<file path="config.mk">
export PLATFORM = sky130hd
export DESIGN_NAME = down_counter_timer_flat
export DESIGN_NICKNAME = d
export VERILOG_FILES = /design/src/rtl/down_counter_timer_pkg.sv /design/src/rtl/down_counter_timer_if.sv /design/src/rtl/down_counter_timer.sv /design/src/flat_wrapper.sv
export SDC_FILE = /design/constraint.sdc
export NUM_CORES = 1
export LEC_CHECK = 0
export ABC_CLOCK_PERIOD_IN_PS = 2000
export BUFFER_PORTS_ARGS = -buffer_cell sky130_fd_sc_hd__buf_2
export CORE_UTILIZATION = 48
export CTS_CLUSTER_DIAMETER = 60
export DETAILED_ROUTE_END_ITERATION = 12
export MAX_ROUTING_LAYER = met4
export PLACE_DENSITY = 0.87
export SYNTH_ARGS = -nofsm -noshare
export SYNTH_HDL_FRONTEND = slang
export SYNTH_SLANG_ARGS = --single-unit
</file>
<file path="constraint.sdc">
create_clock -name clk -period 2 [get_ports clk]
set_input_delay 0.2 -clock clk [delete_from_list [all_inputs] [get_ports clk]]
set_output_delay 0.2 -clock clk [all_outputs]
set_load 0.005 [all_outputs]
</file>
<file path="src/rtl/down_counter_timer_pkg.sv">
// down_counter_timer_pkg: shared state encodings and default width for the down-counter timer
package down_counter_timer_pkg;
  localparam int WIDTH_DEFAULT = 8;
  typedef enum logic [1:0] {
    IDLE = 2'b00,
    RUN  = 2'b01,
    DONE = 2'b10
  } state_t;
endpackage

</file>
<file path="src/rtl/down_counter_timer_if.sv">
// down_counter_timer_if: control and status bundle between a timer and its controller
interface down_counter_timer_if
  import down_counter_timer_pkg::*;
#(
  parameter int WIDTH = WIDTH_DEFAULT
) ();
  logic             enable;
  logic             load;
  logic [WIDTH-1:0] data;
  logic             start;
  logic             stop;
  logic             auto_reload;
  logic [WIDTH-1:0] count;
  logic             busy;
  logic             done;
  logic             tc;
  modport master (
    output enable, load, data, start, stop, auto_reload,
    input  count, busy, done, tc
  );
  modport slave (
    input  enable, load, data, start, stop, auto_reload,
    output count, busy, done, tc
  );
endinterface

</file>
<file path="src/rtl/down_counter_timer.sv">
// down_counter_timer: loadable down-counter with one-shot/periodic expiry and terminal-count pulse
module down_counter_timer
  import down_counter_timer_pkg::*;
#(
  parameter int WIDTH = WIDTH_DEFAULT
) (
  input logic                 clk,
  input logic                 reset,
  down_counter_timer_if.slave bus
);
  state_t           state, state_n;
  logic [WIDTH-1:0] count_q, count_n;
  logic [WIDTH-1:0] reload_reg, reload_n;
  logic             tc_q, tc_n;
  logic             cnt_zero, cnt_one;
  assign cnt_zero = (count_q == '0);
  assign cnt_one  = (count_q == WIDTH'(1));
  always_ff @(posedge clk or posedge reset) begin
    if (reset) begin
      state      <= IDLE;
      count_q    <= '0;
      reload_reg <= '0;
      tc_q       <= 1'b0;
    end else begin
      state      <= state_n;
      count_q    <= count_n;
      reload_reg <= reload_n;
      tc_q       <= tc_n;
    end
  end
  // Priority chain: load > stop > start > tick; stop swallows a simultaneous start.
  always_comb begin
    state_n  = state;
    count_n  = count_q;
    reload_n = reload_reg;
    tc_n     = 1'b0;
    if (bus.load) begin
      count_n  = bus.data;
      reload_n = bus.data;
      state_n  = IDLE;
    end else if (bus.stop) begin
      state_n = (state == RUN) ? IDLE : state;
    end else if (bus.start && state != RUN) begin
      if (!cnt_zero) begin
        state_n = RUN;
      end else if (reload_reg != '0) begin
        count_n = reload_reg;
        state_n = RUN;
      end
    end else if (state == RUN && bus.enable && !cnt_zero) begin
      if (cnt_one) begin
        tc_n    = 1'b1;
        count_n = bus.auto_reload ? reload_reg : '0;
        state_n = bus.auto_reload ? RUN : DONE;
      end else begin
        count_n = count_q - WIDTH'(1);
      end
    end
  end
  assign bus.count = count_q;
  assign bus.busy  = (state == RUN);
  assign bus.done  = (state == DONE);
  assign bus.tc    = tc_q;
endmodule

</file>
<file path="src/flat_wrapper.sv">
// flat-port wrapper written by rule: the top's interface ports become plain ports
module down_counter_timer_flat import down_counter_timer_pkg::*;
#(
  parameter int WIDTH = WIDTH_DEFAULT
)
  (clk, reset, bus_enable, bus_load, bus_data, bus_start, bus_stop, bus_auto_reload, bus_count, bus_busy, bus_done, bus_tc);
  down_counter_timer_if #(.WIDTH(WIDTH)) bus_i ();
  input logic clk;
  input logic reset;
  input wire logic [$bits(bus_i.enable)-1:0] bus_enable;
  input wire logic [$bits(bus_i.load)-1:0] bus_load;
  input wire logic [$bits(bus_i.data)-1:0] bus_data;
  input wire logic [$bits(bus_i.start)-1:0] bus_start;
  input wire logic [$bits(bus_i.stop)-1:0] bus_stop;
  input wire logic [$bits(bus_i.auto_reload)-1:0] bus_auto_reload;
  output wire logic [$bits(bus_i.count)-1:0] bus_count;
  output wire logic [$bits(bus_i.busy)-1:0] bus_busy;
  output wire logic [$bits(bus_i.done)-1:0] bus_done;
  output wire logic [$bits(bus_i.tc)-1:0] bus_tc;
  assign bus_i.enable = bus_enable;
  assign bus_i.load = bus_load;
  assign bus_i.data = bus_data;
  assign bus_i.start = bus_start;
  assign bus_i.stop = bus_stop;
  assign bus_i.auto_reload = bus_auto_reload;
  assign bus_count = bus_i.count;
  assign bus_busy = bus_i.busy;
  assign bus_done = bus_i.done;
  assign bus_tc = bus_i.tc;
  down_counter_timer #(.WIDTH(WIDTH)) u_core (.clk(clk), .reset(reset), .bus(bus_i));
endmodule
</file>
==> results of run 1 <==
cell families (layout without fill, tap and decap cells):
kind of cell | count (synthesis) | count (layout) | share of synthesized area [%]
and+or+nand+nor | 54 | 54 | 22.5
buffers and inverters | 17 | 70 | 5.94
adders and majority gates | 3 | 3 | 3.13
DFF | 19 | 19 | 39.6
AOI/OAI and AO/OA | 45 | 45 | 28.9
cells in the final DEF (no fill, tap or decap), drive strengths merged, types with 3 or more instances in the layout:
master and instances:
o21ai 9, and2 3, dfrtp 19, o31ai 7, a21oi 6, nor4 5
or4 3, nor3 3, ha 3, o211ai 6, nor2 13, buf 52
nand2 17, inv 14, clkbuf 4, a32oi 3
layout make-up:
cell class / count / area, µm² / share of cell area [%]
clock buffer: 4 / 26.3 / 1.50
tap: 28 / 35.0 / 2.00
inverter: 14 / 52.6 / 3.00
sequential: 19 / 478 / 27.3
multi-input combinational: 102 / 821 / 46.9
timing repair buffer: 52 / 339 / 19.4
power by group:
| part | switching (mW) | total [mW] | leakage [nW] | internal [mW] |
|---|---|---|---|---|
| clock | 0.127 | 0.205 | 0.0150 | 0.0783 |
| combinational | 0.193 | 0.344 | 0.548 | 0.151 |
| sequential | 0.0339 | 0.451 | 0.234 | 0.417 |
worst min-delay path by stage:
stage                     slack (ns)  cells after the start                    to
after floorplan                 0.15                      1   u_core.bus.count[0]
after global placement          0.35                      2  u_core.reload_reg[4]
after detailed placement        0.35                      2  u_core.reload_reg[4]
after CTS                      0.007                      2  u_core.reload_reg[1]
after global routing            0.04                      2  u_core.reload_reg[1]
final                         -0.008                      2  u_core.reload_reg[1]
routing by layer:
| metal | track usage (%) | up-vias |
|---|---|---|
| li1 | - | 624 |
| met3 | 7.89 | 33 |
| met2 | 54.3 | 123 |
| met4 | 23.4 | 0 |
| met1 | 37.0 | 662 |
| met5 | - | - |
per-stage QoR:
| stage | setup slack, ns | hold slack, ns |
|---|---|---|
| after floorplan | -0.0735 | 0.151 |
| after global placement | -0.0342 | 0.351 |
| after detailed placement | -0.120 | 0.353 |
| after CTS | -0.145 | 0.00685 |
| after global routing | -0.240 | 0.0429 |
| final | -0.147 | -0.00811 |
repair_timing:
action                     CTS  global route
pin swaps                    8            14
setup endpoints to repair   10            10
buffers inserted             7             4
resized for setup           12            20
Yosys cell counts, types with 2 or more instances:
cell / count
sky130_fd_sc_hd__dfrtp_1: 19
sky130_fd_sc_hd__nand2_1: 17
sky130_fd_sc_hd__inv_1: 14
sky130_fd_sc_hd__nor2_1: 13
sky130_fd_sc_hd__o21ai_0: 9
sky130_fd_sc_hd__o31ai_1: 7
sky130_fd_sc_hd__a21oi_1: 6
sky130_fd_sc_hd__o211ai_1: 6
sky130_fd_sc_hd__nor4_1: 5
sky130_fd_sc_hd__a32oi_1: 3
sky130_fd_sc_hd__and2_1: 3
sky130_fd_sc_hd__ha_1: 3
sky130_fd_sc_hd__nor3_1: 3
sky130_fd_sc_hd__a211oi_1: 2
sky130_fd_sc_hd__a221oi_1: 2
sky130_fd_sc_hd__clkbuf_1: 2
sky130_fd_sc_hd__nand3_1: 2
sky130_fd_sc_hd__nand4_1: 2
sky130_fd_sc_hd__nor2b_1: 2
sky130_fd_sc_hd__o311ai_0: 2
sky130_fd_sc_hd__o41ai_2: 2
sky130_fd_sc_hd__or4_1: 2
==> impl_summary.log, run 1 <==
[metrics] largest cells by area after synthesis: sky130_fd_sc_hd__dfrtp_1, sky130_fd_sc_hd__nand2_1, sky130_fd_sc_hd__inv_1, sky130_fd_sc_hd__o31ai_1, sky130_fd_sc_hd__nor2_1
[metrics] die boundary height: 52.0 µm
[metrics] share of layout cells above drive strength 1: 41.9%
[metrics] Iteration-0 DRC Markers: 90
[metrics] met3 routed WL: 390 µm
[metrics] max layer used: met4
[metrics] number of input and output port buffers inserted: 25
[metrics] clock-pin slew on the worst setup and hold paths: 0.11 ns
[metrics] CTS H-tree depth: 1
[metrics] cts bufs inserted: 3
[metrics] Total Negative Setup Slacks: -1.09 ns
[metrics] leakage dissipation: 0.797 nW
[metrics] Worst IR Drop VDD: 0.000549 V
[metrics] later-pin clock latency in the skew report: 0.32 ns
[metrics] number of endpoints failing setup at the final stage: 10
[metrics] failing checks: hold timing, setup timing
[metrics] CTS hold repair buffers: 0
[metrics] I/O pin cnt: 26
[metrics] type of the tightest min-delay check: input pin to asynchronous set/reset pin
[metrics] HPWL after DPL: 2680 µm
[metrics] ordered list of cells on the worst path: buf_4 > buf_4 > buf_4 > nor3_2 > nand4_1 > a21oi_1 > o21ai_0 > a22oi_1
[metrics] final routed DRC violation total: 0
[metrics] critical path's most frequent cell: sky130_fd_sc_hd__buf_4
[metrics] Post-synth EDFFs: 0
[metrics] Max transition margin: 49.7%
[metrics] clock tree root driver cell: sky130_fd_sc_hd__clkbuf_4
[metrics] CP max-delay cell: sky130_fd_sc_hd__dfrtp_1
[metrics] Fmax: 0.466 GHz
[metrics] final non-filler cell total: 219
[metrics] Vias: 1,442
[metrics] net count of the finished layout: 210
[metrics] reg-to-reg startpoint: u_core.bus.count[6]
[metrics] most used flip-flop cell after synthesis: sky130_fd_sc_hd__dfrtp_1
[metrics] Worst path top cell family by delay: compound AO/OA/AOI/OAI gates
[metrics] Cell Pwr Density: 571 nW/µm²
[metrics] cell count of the worst reg-to-reg path: 8
[metrics] global-route wire length before repair: 6290 µm
[metrics] count of antenna diodes in the layout: 0
[metrics] number of global-route vias before repair: 1,338
[metrics] worst setup path start: u_core.bus.count[6]
[metrics] total routing resource utilization after global routing: 33.9%
[metrics] sequential cell area fraction in the yosys report: 39.6%
[metrics] RSZ-0062 raised after global routing: yes
[metrics] Placed Cells: 204
[metrics] critical path startpoint category: flip-flop
[metrics] tightest hold margin: -0.00811 ns
[metrics] die boundary width: 52.0 µm
[metrics] endpoint required time on the critical path: 2.23 ns
[metrics] Synth area leader: sky130_fd_sc_hd__dfrtp_1
[metrics] Yosys top cell area share: 39.6%
[metrics] Syn Nets: 156
[metrics] timing endpoint of the critical path: u_core.bus.count[4]
[metrics] fill cell total of the finished layout: 140
[metrics] metal1 wirelength: 1530 µm
[metrics] Sinks on Clock Net: 19
[metrics] slew of the pin with the lowest slew margin: 0.753 ns
[metrics] Post-Syn Area: 1200 µm²
[metrics] Avg Cell Area, Syn: 8.70 µm²
[metrics] FP Rows: 17
[metrics] Pre-Repair DR Iteration Count: 5
[metrics] final period demand of the worst path: 2.15 ns
[metrics] clock tree from TritonCTS: done
[metrics] overflow left after global routing: 0
[metrics] data arrival time of the worst path: 2.38 ns
[metrics] RePlAce Congestion: 0.989
[metrics] Worst Path Buf+Inv: 3
[metrics] maximum clock skew at final layout: 0.00824 ns
[metrics] worst flop-to-flop path endpoint: u_core.bus.count[4]
[metrics] Yosys reg bits: 19
[metrics] pin count of the biggest net entering global routing: 25
[metrics] period utilisation layout: 107%
[metrics] detailed-routed wire length on met2: 2020 µm
[metrics] number of warnings issued by yosys: 0
[metrics] Initial Utilization: 52.8%
[metrics] biggest fanout along the worst timing path: 3
[metrics] Avg WL per Cell: 19.1 µm
[metrics] worst setup slack after layout: -0.147 ns
[metrics] total non-filler cell area in the finished layout: 1750 µm²
[metrics] Unique masters post-synth: 34
[metrics] number of antenna violations at the first check in global routing: 0
[metrics] final number of max-transition violations: 0
[metrics] asr flop ratio synth: 100%
[metrics] Design Power: 1000 µW
[metrics] DRT Wirelength: 4180 µm
[metrics] DIE AREA: 2710 µm²
[metrics] crit end category: flip-flop
[metrics] Setup Crit Path Kind: flip-flop to flip-flop
[metrics] final count of hold timing violations: 10
[metrics] max capacitance violation total: 0
[metrics] worst reg2reg setup slack: -0.15 ns
[metrics] post-synthesis instance total: 138
[metrics] area overhead of the layout relative to synthesis: 45.8%
[metrics] status: finished, violations left
[metrics] cell area after placement: 1470 µm²
[metrics] routed via count divided by cell count: 6.58
[metrics] maximum cell stage delay along the critical path: 0.39 ns
[metrics] remaining antenna violation count: 0
[metrics] final core utilization: 77.0%
[metrics] standard cell core area: 2280 µm²
[metrics] Stages on worst setup path: 8
[metrics] buffer levels on the longest clock path: 2
Power figures use the tool's default switching activity.
==> run 2: changes to the inputs <==
SKIP_CTS_REPAIR_TIMING = 1   (was not set)
==> run 2 against run 1 <==
The flow still finishes with violations (hold timing, setup timing). Highest routed layer unchanged. Critical endpoint is now u_core.state[1]. Global-route usage down 3.6 points. Sequential power hardly changed. Sequential cell count unchanged. Largest cell class unchanged. Largest power group unchanged. Final cell count is 4.1% lower.
==> impl_summary.log, run 2 (synthesis gave the netlist of run 1 again) <==
[metrics] endpoint required time on the critical path: 2.18 ns (was 2.23 ns)
[metrics] Setup Crit Path Kind: flip-flop to flip-flop (unchanged)
[metrics] area overhead of the layout relative to synthesis: 33.0% (was 45.8%)
[metrics] slew of the pin with the lowest slew margin: 0.733 ns (was 0.753 ns)
[metrics] pin count of the biggest net entering global routing: 25 (unchanged)
[metrics] cts bufs inserted: 3 (unchanged)
[metrics] net count of the finished layout: 201 (was 210)
[metrics] RePlAce Congestion: 0.989 (unchanged)
[metrics] Initial Utilization: 52.8% (unchanged)
[metrics] minimum setup slack after placement: -0.120 ns (unchanged)
[metrics] worst reg2reg setup slack: -0.11 ns (was -0.15 ns)
[metrics] RSZ-0062 raised after global routing: yes (unchanged)
[metrics] remaining antenna violation count: 0 (unchanged)
[metrics] Worst path top cell family by delay: compound AO/OA/AOI/OAI gates (unchanged)
[metrics] Max transition margin: 51.1% (was 49.7%)
[metrics] DIE AREA: 2710 µm² (unchanged)
[metrics] Worst IR Drop VDD: 0.000547 V (was 0.000549 V)
[metrics] number of antenna violations at the first check in global routing: 0 (unchanged)
[metrics] cell area after placement: 1470 µm² (unchanged)
[metrics] worst setup slack after layout: -0.110 ns (was -0.147 ns)
[metrics] clock-pin slew on the worst setup and hold paths: 0.11 ns (about the same)
[metrics] leakage dissipation: 0.746 nW (was 0.797 nW)
[metrics] reg-to-reg startpoint: u_core.bus.count[1] (was u_core.bus.count[6])
[metrics] critical path startpoint category: flip-flop (unchanged)
[metrics] final count of hold timing violations: 10 (unchanged)
[metrics] failing checks: hold timing, setup timing (unchanged)
[metrics] Avg WL per Cell: 17.5 µm (was 19.1 µm)
[metrics] Cell Pwr Density: 590 nW/µm² (was 571 nW/µm²)
[metrics] timing endpoint of the critical path: u_core.state[1] (was u_core.bus.count[4])
[metrics] final core utilization: 70.2% (was 77.0%)
[metrics] total routing resource utilization after global routing: 30.3% (was 33.9%)
[metrics] period utilisation layout: 106% (was 107%)
[metrics] CP max-delay cell: sky130_fd_sc_hd__dfrtp_1 (unchanged)
[metrics] overflow left after global routing: 0 (unchanged)
[metrics] die boundary height: 52.0 µm (unchanged)
[metrics] maximum clock skew at final layout: 0.0101 ns (was 0.00824 ns)
[metrics] final period demand of the worst path: 2.11 ns (was 2.15 ns)
[metrics] later-pin clock latency in the skew report: 0.31 ns (was 0.32 ns)
[metrics] number of global-route vias before repair: 1,245 (was 1,338)
[metrics] Stages on worst setup path: 8 (unchanged)
[metrics] standard cell core area: 2280 µm² (unchanged)
[metrics] worst flop-to-flop path endpoint: u_core.state[1] (was u_core.bus.count[4])
[metrics] status: finished, violations left (unchanged)
[metrics] buffer levels on the longest clock path: 2 (unchanged)
[metrics] DRT Wirelength: 3670 µm (was 4180 µm)
[metrics] max capacitance violation total: 0 (unchanged)
[metrics] worst setup path start: u_core.bus.count[1] (was u_core.bus.count[6])
[metrics] number of endpoints failing setup at the final stage: 7 (was 10)
[metrics] count of antenna diodes in the layout: 0 (unchanged)
[metrics] clock power share: 21.2% (was 20.5%)
[metrics] tightest hold margin: -0.0105 ns (was -0.00811 ns)
[metrics] number of input and output port buffers inserted: 25 (unchanged)
[metrics] commonest cells after routing, fill and taps aside: sky130_fd_sc_hd__buf_2, sky130_fd_sc_hd__dfrtp_1, sky130_fd_sc_hd__nand2_1, sky130_fd_sc_hd__buf_4 (was sky130_fd_sc_hd__buf_2, sky130_fd_sc_hd__buf_4, sky130_fd_sc_hd__nand2_1, sky130_fd_sc_hd__dfrtp_1, sky130_fd_sc_hd__inv_1)
[metrics] Fmax: 0.474 GHz (was 0.466 GHz)
[metrics] ordered list of cells on the worst path: inv_2 > ha_4 > or3b_4 > o22ai_4 > buf_4 > nor2_1 > o311ai_0 > o31ai_2 (was buf_4 > buf_4 > buf_4 > nor3_2 > nand4_1 > a21oi_1 > o21ai_0 > a22oi_1)
[metrics] data arrival time of the worst path: 2.29 ns (was 2.38 ns)
[metrics] final number of max-transition violations: 0 (unchanged)
[metrics] net switching power: 322 µW (was 354 µW)
[metrics] global-route wire length before repair: 5700 µm (was 6290 µm)
[metrics] CTS H-tree depth: 1 (unchanged)
[metrics] Seq pwr share: 47.8% (was 45.1%)
[metrics] clock tree root driver cell: sky130_fd_sc_hd__clkbuf_4 (unchanged)
[metrics] die boundary width: 52.0 µm (unchanged)
[metrics] biggest fanout along the worst timing path: 6 (was 3)
[metrics] FP Rows: 17 (unchanged)
[metrics] maximum cell stage delay along the critical path: 0.41 ns (was 0.39 ns)
[metrics] Vias: 1,339 (was 1,442)
[metrics] Internal Power: 620 µW (was 646 µW)
[metrics] total non-filler cell area in the finished layout: 1600 µm² (was 1750 µm²)
[metrics] combinational fraction of design power: 30.9% (was 34.4%)
[metrics] Worst Path Buf+Inv: 2 (was 3)
[metrics] most common cell after layout, fill and taps aside: sky130_fd_sc_hd__buf_2 (unchanged)
[metrics] I/O pin cnt: 26 (unchanged)
[metrics] clock tree from TritonCTS: done (unchanged)
[metrics] share of layout cells above drive strength 1: 34.6% (was 41.9%)
[metrics] Iteration-0 DRC Markers: 83 (was 90)
[metrics] final routed DRC violation total: 0 (unchanged)
[metrics] HPWL after DPL: 2680 µm (unchanged)
[metrics] Sinks on Clock Net: 19 (unchanged)
[metrics] Design Power: 942 µW (was 1000 µW)
[metrics] cell count of the worst reg-to-reg path: 8 (unchanged)
[metrics] crit end category: flip-flop (unchanged)
[metrics] type of the tightest min-delay check: input pin to asynchronous set/reset pin (unchanged)
[metrics] fill cell total of the finished layout: 166 (was 140)
[metrics] switching share of total power: 34.2% (was 35.4%)
[metrics] routed via count divided by cell count: 6.38 (was 6.58)
[metrics] Pre-Repair DR Iteration Count: 7 (was 5)
run 2: cell type report:
| type | instances | area [µm²] | area share [%] |
|---|---|---|---|
| well taps | 28 | 35.0 | 2.19 |
| inverters | 14 | 52.6 | 3.29 |
| clock buffers | 4 | 26.3 | 1.64 |
| multi-input cells | 102 | 744 | 46.6 |
| repair buffers | 43 | 264 | 16.5 |
| flip-flops and latches | 19 | 475 | 29.8 |
run 2: power groups by stage:
stage	Sequential (mW)	Combinational (mW)	Clock, mW
CTS	0.446	0.268	0.207
detailed placement	0.454	0.265	0
floorplan	0.456	0.142	0
finish	0.450	0.292	0.200
global placement	0.451	0.256	0
global route	0.454	0.317	0.230
run 2: per-layer routing:
metal	vias up	global-route usage, %	part of all wire, %
li1	606	-	-
met1	617	35.9	38
met2	91	46.4	49
met3	25	5.26	7.5
met4	0	21.6	6.4
met5	-	-	0
run 2: worst min-delay path by stage:
| stage | end | slack [ns] | depth (start not counted) |
|---|---|---|---|
| 2_1_floorplan | u_core.bus.count[0] | 0.15 | 1 |
| 3_3_place_gp | u_core.reload_reg[4] | 0.35 | 2 |
| 3_5_place_dp | u_core.reload_reg[4] | 0.35 | 2 |
| 4_1_cts | u_core.reload_reg[1] | 0.007 | 2 |
| 5_1_grt | u_core.reload_reg[1] | 0.04 | 2 |
| 6_report | u_core.reload_reg[1] | -0.01 | 2 |
run 2: stage by stage:
step	setup TNS, ns	cells
2_1_floorplan	-0.0895	138
3_3_place_gp	-0.0951	204
3_5_place_dp	-0.727	204
4_1_cts	-0.976	208
5_1_grt	-1.22	210
6_report	-0.335	210
